### src/rtl/spi_pkg.sv
// Shared constants, frame field positions and FSM state type for the SPI
// control-path frame receiver.
package spi_pkg;

    localparam int ADDR_W     = 7;
    localparam int DATA_W     = 8;
    localparam int FRAME_BITS = 16;
    localparam int MAX_ADDR   = 4;

    // Bit positions inside a received 16-bit frame (MSB arrives first).
    localparam int SHIFT_W  = 16;
    localparam int RW_BIT   = 15;
    localparam int ADDR_MSB = 14;
    localparam int ADDR_LSB = 8;
    localparam int DATA_MSB = 7;
    localparam int DATA_LSB = 0;

    typedef enum logic [1:0] {
        IDLE  = 2'd0,
        SHIFT = 2'd1,
        CHECK = 2'd2
    } state_e;

endpackage

### src/rtl/sync_edge.sv
// Multi-stage synchroniser for one asynchronous pad input, with single-cycle
// rise/fall pulses derived from one extra registered copy of the synced value.
module sync_edge #(
    parameter int   STAGES    = 2,
    parameter logic RESET_VAL = 1'b0
) (
    input  logic clk,
    input  logic rst_n,
    input  logic d,
    output logic q,
    output logic rise,
    output logic fall
);

    logic [STAGES-1:0] sync_q;
    logic              prev_q;

    always_ff @(posedge clk or negedge rst_n) begin
        if (!rst_n) begin
            sync_q <= {STAGES{RESET_VAL}};
            prev_q <= RESET_VAL;
        end else begin
            sync_q <= {sync_q[STAGES-2:0], d};
            prev_q <= sync_q[STAGES-1];
        end
    end

    assign q    = sync_q[STAGES-1];
    assign rise = sync_q[STAGES-1] & ~prev_q;
    assign fall = ~sync_q[STAGES-1] & prev_q;

endmodule

### src/rtl/spi_frame_rx.sv
// SPI frame receiver: synchronises SCLK/COPI/nCS, deserialises 16-bit frames
// and turns valid register writes into a one-cycle address/data strobe.
module spi_frame_rx
    import spi_pkg::*;
#(
    parameter int SYNC_STAGES = 2,
    parameter int FRAME_BITS  = spi_pkg::FRAME_BITS,
    parameter int MAX_ADDR    = spi_pkg::MAX_ADDR
) (
    input  logic              clk,
    input  logic              rst_n,
    input  logic              sclk_i,
    input  logic              copi_i,
    input  logic              ncs_i,
    output logic              wr_valid_o,
    output logic [ADDR_W-1:0] wr_addr_o,
    output logic [DATA_W-1:0] wr_data_o,
    output logic              frame_err_o,
    output logic [3:0]        err_cnt_o,
    output logic              busy_o
);

    // Counter holds 0..FRAME_BITS+1; the top value flags an over-long frame.
    localparam int                CNT_W    = $clog2(FRAME_BITS + 2);
    localparam logic [CNT_W-1:0] CNT_FULL = CNT_W'(FRAME_BITS);
    localparam logic [CNT_W-1:0] CNT_SAT  = CNT_W'(FRAME_BITS + 1);

    logic sclk_s, sclk_rise, sclk_fall;
    logic copi_s, copi_rise, copi_fall;
    logic ncs_s, ncs_rise, ncs_fall;

    sync_edge #(.STAGES(SYNC_STAGES), .RESET_VAL(1'b0)) u_sync_sclk (
        .clk(clk), .rst_n(rst_n), .d(sclk_i), .q(sclk_s), .rise(sclk_rise), .fall(sclk_fall)
    );
    sync_edge #(.STAGES(SYNC_STAGES), .RESET_VAL(1'b0)) u_sync_copi (
        .clk(clk), .rst_n(rst_n), .d(copi_i), .q(copi_s), .rise(copi_rise), .fall(copi_fall)
    );
    sync_edge #(.STAGES(SYNC_STAGES), .RESET_VAL(1'b1)) u_sync_ncs (
        .clk(clk), .rst_n(rst_n), .d(ncs_i), .q(ncs_s), .rise(ncs_rise), .fall(ncs_fall)
    );

    logic unused_sync;
    assign unused_sync = ^{sclk_s, sclk_fall, copi_rise, copi_fall, ncs_s};

    state_e             state_q, state_d;
    logic [SHIFT_W-1:0] shift_q;
    logic [CNT_W-1:0]   cnt_q;
    logic               start_en, shift_en, check_en;

    always_ff @(posedge clk or negedge rst_n) begin
        if (!rst_n) state_q <= IDLE;
        else        state_q <= state_d;
    end

    // An nCS fall seen during CHECK goes straight to SHIFT so back-to-back
    // frames are not lost.
    always_comb begin
        state_d = state_q;
        case (state_q)
            IDLE:    if (ncs_fall) state_d = SHIFT;
            SHIFT:   if (ncs_rise) state_d = CHECK;
            CHECK:   state_d = ncs_fall ? SHIFT : IDLE;
            default: state_d = IDLE;
        endcase
    end

    // nCS rising wins over a coincident SCLK edge; SCLK outside SHIFT is ignored.
    always_comb begin
        busy_o   = (state_q != IDLE);
        start_en = ncs_fall && (state_q != SHIFT);
        shift_en = (state_q == SHIFT) && sclk_rise && !ncs_rise;
        check_en = (state_q == CHECK);
    end

    logic [ADDR_W-1:0] frame_addr;
    logic [DATA_W-1:0] frame_data;
    logic              len_ok, write_ok, read_ok, reject;

    assign frame_addr = shift_q[ADDR_MSB:ADDR_LSB];
    assign frame_data = shift_q[DATA_MSB:DATA_LSB];
    assign len_ok     = (cnt_q == CNT_FULL);
    assign write_ok   = len_ok && shift_q[RW_BIT] && (frame_addr <= ADDR_W'(MAX_ADDR));
    assign read_ok    = len_ok && !shift_q[RW_BIT];
    assign reject     = !(write_ok || read_ok);

    // wr_valid_o is a one-cycle strobe with no ready: the register file must
    // take wr_addr_o/wr_data_o in the cycle the strobe is high.
    always_ff @(posedge clk or negedge rst_n) begin
        if (!rst_n) begin
            shift_q     <= '0;
            cnt_q       <= '0;
            wr_valid_o  <= 1'b0;
            wr_addr_o   <= '0;
            wr_data_o   <= '0;
            frame_err_o <= 1'b0;
            err_cnt_o   <= '0;
        end else begin
            wr_valid_o  <= check_en && write_ok;
            frame_err_o <= check_en && reject;
            if (start_en) begin
                shift_q <= '0;
                cnt_q   <= '0;
            end else if (shift_en) begin
                shift_q <= {shift_q[SHIFT_W-2:0], copi_s};
                if (cnt_q != CNT_SAT) cnt_q <= cnt_q + CNT_W'(1);
            end
            if (check_en && write_ok) begin
                wr_addr_o <= frame_addr;
                wr_data_o <= frame_data;
            end
            if (check_en && reject && (err_cnt_o != 4'hF)) begin
                err_cnt_o <= err_cnt_o + 4'd1;
            end
        end
    end

endmodule

### config.mk
export PLATFORM = sky130hd
export DESIGN_NAME = spi_frame_rx
export DESIGN_NICKNAME = d
export VERILOG_FILES = /design/src/rtl/spi_pkg.sv /design/src/rtl/sync_edge.sv /design/src/rtl/spi_frame_rx.sv
export SDC_FILE = /design/constraint.sdc
export NUM_CORES = 1
export LEC_CHECK = 0
export ABC_AREA = 0
export ABC_CLOCK_PERIOD_IN_PS = 1850
export CAP_MARGIN = 15
export CORE_UTILIZATION = 49
export DETAILED_ROUTE_END_ITERATION = 10
export HOLD_SLACK_MARGIN = 0.08
export PLACE_DENSITY_LB_ADDON = 0.08
export SLEW_MARGIN = 20
export SYNTH_ARGS = -nofsm -noshare
export SYNTH_HDL_FRONTEND = slang
export SYNTH_HIERARCHICAL = 1
export SYNTH_SLANG_ARGS = --single-unit
### constraint.sdc
create_clock -name clk -period 1.85 [get_ports clk]
set_clock_uncertainty 0.05 [all_clocks]
set_input_delay 0.185 -clock clk [delete_from_list [all_inputs] [get_ports clk]]
set_output_delay 0.185 -clock clk [all_outputs]
set_load 0.01 [all_outputs]
==> run metrics, run 1 <==
vias per cell between 5 and 6; Fillers 316; Syn Nets about 170; clock power share 27.8%; initial core utilization between 50% and 60%; wire per inst approximately 14 microns; clk sink count 52; YS warnings 6; I/O pin count 27; combinational share of power between 10% and 20%; largest net degree at the start of global routing 53; final setup violating endpoints 0; Max Transition Viols Final 0; FMAX between 500 and 600 MHz; Sum Neg Setup Slack 0 ns; Min-Delay Endpoint u_sync_ncs/sync_q[0]; worst hold path startpoint ncs_i; critical path required time 1.62 ns; CTS Root Cell clkbuf_8; leakage between 0.001 and 0.0015 uW; layout cell share with drive strength beyond 1 21.7%; Slew HR about three fifths; CTS clk-pin slew, worst paths approximately 0.090 ns; Port Buffers 26; routed vias approximately 1300; largest fanout on the critical path 6; sequential power share between 50 and 60%; Hold Fails Final Rpt 0; hold path cells 1; CTS tree yes; global-route wire length before repair between 5000 and 6000 microns; crit path DAT about 1.5 ns; DR DRC count 0; Net Sw Frac between 20% and 30%; GPL Wtd Cong 0.758; Worst VDD drop approximately 540 uV; # rows 23; Int Power 1680 uW; Routed WL between 3000 and 4000 microns; fin crit period between 1.5 and 2 ns; DPL Wire Length 2440 microns; Psw between 600 and 700 uW; die width 67.2 microns; MaxCap Viol Count 0; Post-Syn Instances approximately 160; All-Layer GR Usage about 17%; vias in the first global route ~1300; endpoint class of the critical path output pin; Syn Std Cell Area 2080 sq um; die span in y between 60 and 70 microns; Final Power about 2300 uW; H-tree levels 2; r2r setup slk about 0.10 ns; total gr overflow 0; FF-to-FF path depth 7; status finished clean; DRT iter0 DRCs between 100 and 150; Worst-Margin Slew between 0.6 and 0.7 ns; fin crit share 95.1%; ANT cells 0; Clock Path Buffers 2; Power per Cell Area ~900 nW/um^2; Crit Reg-Reg Startpoint cnt_q[1]; kind of critical path flop to output pin; Skew-Pair Late Insertion Delay approximately 0.31 ns; HP Class input pin to flop; RSZ-0062 raised after global routing false; ANT nets after route 0; synthesized area per cell about 13 sq um; Final nets ~210; initial antenna violation count 0; full die area approximately 4500 sq um; Layout area overhead 23.7%; drt pass-1 iters 4; FF-to-FF End err_cnt_o[1]; area of the core 4030 sq um; CTS Buf Count 5; cts repair resizes 0; CP Launch Type flop
-- timing repair --
item / in CTS / in global routing
hold buffers: 1 / 0
setup buffers: 0 / 1
endpoints found under the hold margin: 49 / 0
endpoints found under the setup margin: 0 / 1
-- state kept, by name (all words and copies together), names as in the netlist --
signal,count
err_cnt_o,4
u_sync_sclk/prev_q,1
shift_q,16
cnt_q,5
u_sync_sclk/sync_q,2
wr_valid_o,1
frame_err_o,1
u_sync_copi/sync_q,2
u_sync_ncs/sync_q,2
state_q,2
wr_data_o,8
wr_addr_o,7
u_sync_ncs/prev_q,1
-- layout by cell type (no fill, tap or decap), types with 2 or more instances in the layout --
cell type,count
inv_1,5
dfrtp_1,49
a21oi_1,8
ha_1,4
nor2b_1,5
clkinvlp_4,2
xor2_1,3
a22o_1,9
mux2_2,14
nand2_1,19
and2b_1,2
clkdlybuf4s50_1,25
buf_4,10
dfstp_2,3
nand4_1,3
nor2_1,7
clkbuf_8,5
nand3_1,3
nand2b_1,2
-- power groups by stage --
stage / combinational (uW) / sequential [uW] / clock [uW]
detailed placement: 371 / 1310 / 0
global route: 410 / 1300 / 708
finish: 376 / 1290 / 641
global placement: 350 / 1300 / 0
CTS: 375 / 1290 / 661
floorplan: 161 / 1310 / 0
-- metrics by stage --
step	setup WS [ns]	instances	cell area, sq um	hold WS, ns	util, %
3_3_place_gp	0.140	243	2470	0.270	61.3
5_1_grt	0.00505	253	2580	0.220	64.0
2_1_floorplan	0.0735	162	2080	-0.161	-
4_1_cts	0.0576	252	2570	0.228	63.8
6_report	0.0901	253	2580	0.233	64.0
3_5_place_dp	0.0682	243	2470	0.282	61.3
-- worst max-delay path by stage --
stage / start / endpoint / cells after the start
3_3_place_gp: cnt_q[1] / err_cnt_o[1] / 7
2_1_floorplan: cnt_q[0] / wr_addr_o[0] / 6
5_1_grt: cnt_q[1] / err_cnt_o[1] / 7
3_5_place_dp: cnt_q[1] / err_cnt_o[1] / 7
4_1_cts: cnt_q[1] / err_cnt_o[1] / 7
6_report: state_q[1] / busy_o / 2
-- area by class of cell --
| type | count | area, sq um | share of cell area (%) |
|---|---|---|---|
| flip-flops and latches | 52 | 1310 | 50.6 |
| multi-input cells | 100 | 739 | 28.7 |
| repair buffers | 38 | 360 | 14.0 |
| clock buffers | 5 | 68.8 | 2.67 |
| well taps | 50 | 62.6 | 2.43 |
| clock inverters | 3 | 23.8 | 0.922 |
| inverters | 5 | 18.8 | 0.728 |
-- per-layer routing --
| metal | vias to the layer above | part of all wire [%] | global-route usage, % |
|---|---|---|---|
| li1 | 640 | - | - |
| met1 | 662 | 45 | 21.0 |
| met2 | 29 | 49 | 28.9 |
| met3 | 5 | 4.1 | 4.22 |
| met4 | 0 | 1.5 | 8.78 |
| met5 | - | 0 | 0 |
-- critical path: stages, from the launching register on --
cell and delay, ns:
dfrtp_1 0.44, or2_2 0.31, clkdlybuf4s50_1 0.48
Note: power is estimated with default switching activity, not from simulation.
==> inputs of run 2 (changes only) <==
--- a/config.mk
+++ b/config.mk
@@ -10,7 +10,6 @@
 export CAP_MARGIN = 15
 export CORE_UTILIZATION = 49
 export DETAILED_ROUTE_END_ITERATION = 10
-export HOLD_SLACK_MARGIN = 0.08
 export PLACE_DENSITY_LB_ADDON = 0.08
 export SLEW_MARGIN = 20
 export SYNTH_ARGS = -nofsm -noshare
==> results of run 2 <==
Same layout as run 1: the final DEF is identical, and so are final timing and power.
